==> src/rtl/mssd_controller.sv <==
// -----------------------------------------------------------------------------
// mssd_controller
//   Sequencing FSM for the multi-port serial-to-demux datapath.
//   The controller waits for a start bit (SerIn low) and then steps through:
//     PORT  : shifts and counts the port-number field
//     NUM   : shifts and counts the data-length field
//     LOAD  : loads the transfer counter
//     TRANS : routes payload bits until the transfer counter reports zero
//     DONE  : pulses done
//   The datapath counter carries (Co1, Co2) are compared with the controller's
//   own bit counter. If they disagree, the FSM enters ERR and pulses err.
//
// Ports
//   clk     : system clock
//   rst     : synchronous active-high reset, honoured on every clk edge
//   clk_en  : bit-rate enable; state advances only on enabled edges
//   SerIn   : serial line, idle high
//   Co1     : port-number counter carry from the datapath
//   Co2     : data-length counter carry from the datapath
//   CoD     : transfer counter zero flag from the datapath
//   Sh_en   : port-number shift enable
//   cnt1    : port-number counter enable
//   Sh_enD  : data-length shift enable
//   cnt2    : data-length counter enable
//   LdcntD  : transfer counter load
//   cntD    : transfer counter decrement (TRANS and CoD=0)
//   xfer    : current SerIn bit is a payload bit (TRANS and CoD=0)
//   busy    : FSM is not idle
//   done    : one-enabled-cycle pulse at frame end
//   err     : one-enabled-cycle pulse on a consistency error
// -----------------------------------------------------------------------------
module mssd_controller #(
  parameter int PORT_BITS = 2,
  parameter int NUM_BITS  = 4
) (
  input  logic clk,
  input  logic rst,
  input  logic clk_en,
  input  logic SerIn,
  input  logic Co1,
  input  logic Co2,
  input  logic CoD,
  output logic Sh_en,
  output logic cnt1,
  output logic Sh_enD,
  output logic cnt2,
  output logic LdcntD,
  output logic cntD,
  output logic xfer,
  output logic busy,
  output logic done,
  output logic err
);

  localparam int MAXB = (PORT_BITS > NUM_BITS) ? PORT_BITS : NUM_BITS;
  localparam int BW   = (MAXB > 1) ? $clog2(MAXB) : 1;
  localparam logic [BW-1:0] PORT_LAST = BW'(PORT_BITS - 1);
  localparam logic [BW-1:0] NUM_LAST  = BW'(NUM_BITS - 1);

  typedef enum logic [2:0] {
    S_IDLE,
    S_PORT,
    S_NUM,
    S_LOAD,
    S_TRANS,
    S_DONE,
    S_ERR
  } state_t;

  state_t        r_state;
  state_t        w_state_next;
  logic [BW-1:0] r_bcnt;
  logic [BW-1:0] w_bcnt_next;

  // Registered Moore outputs. They are loaded together with the state, so
  // each one always matches the state that is currently held.
  logic r_sh_en;
  logic r_sh_end;
  logic r_ldcntd;
  logic r_trans;
  logic r_busy;
  logic r_done;
  logic r_err;

  // Next-state logic. The field checks compare the datapath carry with the
  // internal bit counter. A carry seen too early is an error. A carry that
  // is missing on the last bit is also an error.
  always_comb begin
    w_state_next = r_state;
    w_bcnt_next  = r_bcnt;
    case (r_state)
      S_IDLE: begin
        if (!SerIn) begin
          w_state_next = S_PORT;
          w_bcnt_next  = '0;
        end
      end
      S_PORT: begin
        if (Co1 && (r_bcnt == PORT_LAST)) begin
          w_state_next = S_NUM;
          w_bcnt_next  = '0;
        end else if (Co1 || (r_bcnt == PORT_LAST)) begin
          w_state_next = S_ERR;
          w_bcnt_next  = '0;
        end else begin
          w_bcnt_next = r_bcnt + BW'(1);
        end
      end
      S_NUM: begin
        if (Co2 && (r_bcnt == NUM_LAST)) begin
          w_state_next = S_LOAD;
          w_bcnt_next  = '0;
        end else if (Co2 || (r_bcnt == NUM_LAST)) begin
          w_state_next = S_ERR;
          w_bcnt_next  = '0;
        end else begin
          w_bcnt_next = r_bcnt + BW'(1);
        end
      end
      S_LOAD:  w_state_next = S_TRANS;
      S_TRANS: begin
        if (CoD) w_state_next = S_DONE;
      end
      S_DONE:  w_state_next = S_IDLE;
      S_ERR:   w_state_next = S_IDLE;
      default: begin
        w_state_next = S_IDLE;
        w_bcnt_next  = '0;
      end
    endcase
  end

  always_ff @(posedge clk) begin
    if (rst) begin
      r_state  <= S_IDLE;
      r_bcnt   <= '0;
      r_sh_en  <= 1'b0;
      r_sh_end <= 1'b0;
      r_ldcntd <= 1'b0;
      r_trans  <= 1'b0;
      r_busy   <= 1'b0;
      r_done   <= 1'b0;
      r_err    <= 1'b0;
    end else if (clk_en) begin
      r_state  <= w_state_next;
      r_bcnt   <= w_bcnt_next;
      r_sh_en  <= (w_state_next == S_PORT);
      r_sh_end <= (w_state_next == S_NUM);
      r_ldcntd <= (w_state_next == S_LOAD);
      r_trans  <= (w_state_next == S_TRANS);
      r_busy   <= (w_state_next != S_IDLE);
      r_done   <= (w_state_next == S_DONE);
      r_err    <= (w_state_next == S_ERR);
    end
  end

  assign Sh_en  = r_sh_en;
  assign cnt1   = r_sh_en;
  assign Sh_enD = r_sh_end;
  assign cnt2   = r_sh_end;
  assign LdcntD = r_ldcntd;
  // The decrement is gated by the zero flag. This lets a zero-length
  // transfer leave TRANS without producing any payload bit.
  assign cntD   = r_trans & ~CoD;
  assign xfer   = r_trans & ~CoD;
  assign busy   = r_busy;
  assign done   = r_done;
  assign err    = r_err;

endmodule

==> config.mk <==
export PLATFORM = sky130hd
export DESIGN_NAME = mssd_controller
export DESIGN_NICKNAME = d
export VERILOG_FILES = /design/src/rtl/mssd_controller.sv
export SDC_FILE = /design/constraint.sdc
export NUM_CORES = 1
export LEC_CHECK = 0
export CORE_MARGIN = 1.5
export CORE_UTILIZATION = 51
export CTS_CLUSTER_DIAMETER = 40
export DETAILED_ROUTE_END_ITERATION = 10
export MAX_ROUTING_LAYER = met4
export PLACE_DENSITY = 0.87
export RECOVER_POWER = 100
export SETUP_SLACK_MARGIN = 0.5
export SLEW_MARGIN = 20
export SYNTH_ARGS = -nofsm -noshare
export SYNTH_HDL_FRONTEND = slang
export SYNTH_SLANG_ARGS = --single-unit
export TNS_END_PERCENT = 30
==> constraint.sdc <==
create_clock -name clk -period 2.59 [get_ports clk]
set_clock_uncertainty 0.1 [all_clocks]
set_input_delay 0.518 -clock clk [delete_from_list [all_inputs] [get_ports clk]]
set_output_delay 0.518 -clock clk [all_outputs]
set_load 0.01 [all_outputs]
==> flow_summary.toml, run 1 <==
[hold_path]
min_from = "done"
worstHoldPathType = "reg2reg"

[floorplan]
rows = 13
fp.dieH_um = 40.98
initial_core_util_pct = 55.84
num_io_pins = 17
die_area_um2 = 1679
die_w_um = 40.98
fp.coreArea_um2 = 1318

[setup_path]
crit_buf_inv = 1
crit_start = "CoD"
startpoint_type = "primary input"
end_kind = "flop"
path_class = "in2reg"
critical_path.cell_chain = "clkdlybuf4s50_1 -> nor2b_1 -> a2111oi_0 -> nor2_1 -> a311oi_1"
arrival_ps = 2320
critical-path-top-delay-family = "compound AO/OA/AOI/OAI gates"
worst_ep_required_time_ps = 2680
critPathMaxFanout = 3
r2r_start = "r_state[2]"
crit_slowest_cell = "a2111oi_0"
cpPeakStageDelay_ps = 820

[finish]
nFillCells = 132
area_growth_pct = 19.73
largest_register_ffs = 3
drive_gt1_share_pct = 6.796
diodes = 0
regMostFlops = "r_state"
layout.cells.non_filler = 118
multi_input_area_um2 = 395.4
seqCellArea_um2 = 240.2
fin_nets = 113
reg_top3 = "r_state (3), r_bcnt (2)"

[place]
gp_congestion = 0.8686
placed_cells = 114
place_hpwl_um = 1234
io_buffers = 16

[yosys]
synthFlopType = "dfxtp_1"
async_reset_ff_share_pct = 0
synth_xor_area_share_pct = 3.571
syn_area_um2 = 735.7
synth_warnings = 0
synth_top_family_by_area = "compound AO/OA/AOI/OAI gates"
muxShareOfSynthArea_pct = 0
synth_fa_ha_area_share_pct = 3.401
synth_compound_area_share_pct = 30.27
synth_nets = 96
yosysSeqAreaShare_pct = 32.65
synth_edf_count = 0
syn_avg_cell_area_um2 = 8.456
ys_ff_latch = 12
syn-instance-count = 87
synth-simple-area-share_pct = 21.60
ys_types = 34

[power_and_ir_drop]
p_leak_nw = 0.3472
max-vdd-ir-drop_uv = 259.3
pwr-share-comb_pct = 19.9
internal_power_uw = 322.7
clock_power_share_pct = 34.5
p_switching_uw = 130.3
swShare_pct = 28.76
power_density_nw_per_um2 = 514.3
p_seq_share_pct = 45.7

[clocking]
path_clk_slew_ps = 80
root_buffer = "clkbuf_4"
cts_buffers = 3
cts_tree = "yes"
clock-sinks = 12
insertion_delay_ps = 280
max-clock-path-buffers = 2
cts_max_level = 1
hold_buffers = 0

[global_routing]
grt_pass1_wl_um = 2559
grt_max_degree = 15
antenna_found_initial = 0
grt_usage_pct = 24.91
grt_pass1_vias = 590
overflow = 0

[route]
routedWlPerCell_um = 13.59
ant_nets = 0
drcViolationCount = 0
via_count = 696
drt-initial-drc-count = 25
routed_wl_um = 1604
drtPass1Iterations = 4
via_per_inst = 5.898

[timing]
slew_viol_final = 0
hold_viol = 0
period_minus_slack_ps = 2225
fin_tns_setup_ps = 0
min_period_over_period_pct = 85.92
fin_hold_ws_ps = 375.0
max_freq_mhz = 449.4
tightest_slew_ps = 931.4
finalSetupViolCount = 0
rsz0062_at_grt = "no"
slew_headroom_pct = 36.30

[run_status]
status = "completed"

[flow_run]
cap_violations = 0
## path summary, 6_finish.rpt
path                            slack, ps    to  depth (start not counted)
worst min-delay path                  380  done                          2
worst max-delay path                  360  busy                          5
worst max register to register        470  busy                          4
worst min register to register        380  done                          2
## worst register-to-register path, delay by kind of cell (launching register included)
family / cells / cell delay [ps]
DFF: 1 / 600
AOI/OAI and AO/OA: 2 / 1120
buffers and inverters: 1 / 90
and+or+nand+nor: 1 / 130
## per-layer routing
metal	vias to the layer above	share of wire, %	GRT usage [%]
met5	-	0	-
met4	0	1.2	12.50
met3	4	6.3	4.891
met2	29	47	39.84
met1	315	46	29.37
li1	348	-	-
## cell usage after synthesis, types with 2 or more instances
master / instances / area, µm²
nor3_1: 3 / 15.01
xnor2_1: 2 / 17.52
o32ai_1: 2 / 17.52
nand2b_1: 3 / 18.77
a2111oi_4: 2 / 55.05
a22o_1: 3 / 26.28
nor2_1: 10 / 37.54
a21oi_1: 4 / 20.02
ha_1: 2 / 25.02
buf_4: 3 / 22.52
o22ai_1: 3 / 18.77
buf_2: 2 / 10.01
inv_1: 6 / 22.52
nand2_1: 8 / 30.03
nor2b_1: 3 / 18.77
a211oi_1: 2 / 15.01
dfxtp_1: 12 / 240.2
## stage by stage
step	setup WS (ps)	area (µm²)	utilization (%)	power (mW)
finish	364.6	880.8	66.86	0.4530
detailed placement	322.6	897.1	68.09	0.3175
global route	289.9	880.8	66.86	0.4729
global placement	351.5	897.1	68.09	0.3141
floorplan	1056	735.7	-	0.2787
CTS	328.4	932.1	70.75	0.4688
## power groups by stage
stage	clock network (mW)	registers, mW	logic (mW)
after floorplan	0	0.208	0.0711
after global placement	0	0.212	0.102
after detailed placement	0	0.213	0.105
after CTS	0.155	0.209	0.105
after global routing	0.164	0.209	0.0994
final	0.156	0.207	0.0900
## cells in the final DEF (no fill, tap or decap), types with 2 or more instances in the layout
cell,Yosys,routed
dfxtp_1,12,12
nor2_1,10,10
dlygate4sd3_1,0,9
nand2_1,8,8
inv_1,6,6
clkdlybuf4s50_1,0,5
a21oi_1,4,4
nor2b_1,3,3
nand2b_1,3,3
nor3_1,3,3
a22o_1,3,3
o22ai_1,3,3
clkbuf_4,0,3
clkbuf_1,1,3
a2111oi_0,0,2
a211oi_1,2,2
xnor2_1,2,2
o32ai_1,2,2
ha_1,2,2
## what timing repair did
item | CTS | global route
buffers inserted | 0 | 0
setup endpoints to repair | 2 | 1
resized for setup | 1 | 1
## cell families after synthesis
family	count (synthesis)
simple gates	32
compound gates	25
buf+inv	13
flops	12
xor+xnor	3
fa+ha+maj	2
## final cells by class
type	instances	share of cell area (%)
Clock buffer	4	4.119
Inverter	6	2.557
Multi-Input combinational cell	62	44.89
Sequential cell	12	27.27
Tap cell	15	2.131
Timing Repair Buffer	19	19.03
Power figures use the tool's default switching activity.
==> inputs of run 2 (changes only) <==
- ABC_CLOCK_PERIOD_IN_PS: default -> 2590
==> results of run 2 <==
The final DEF is identical to that of run 1; final timing and power are the same.
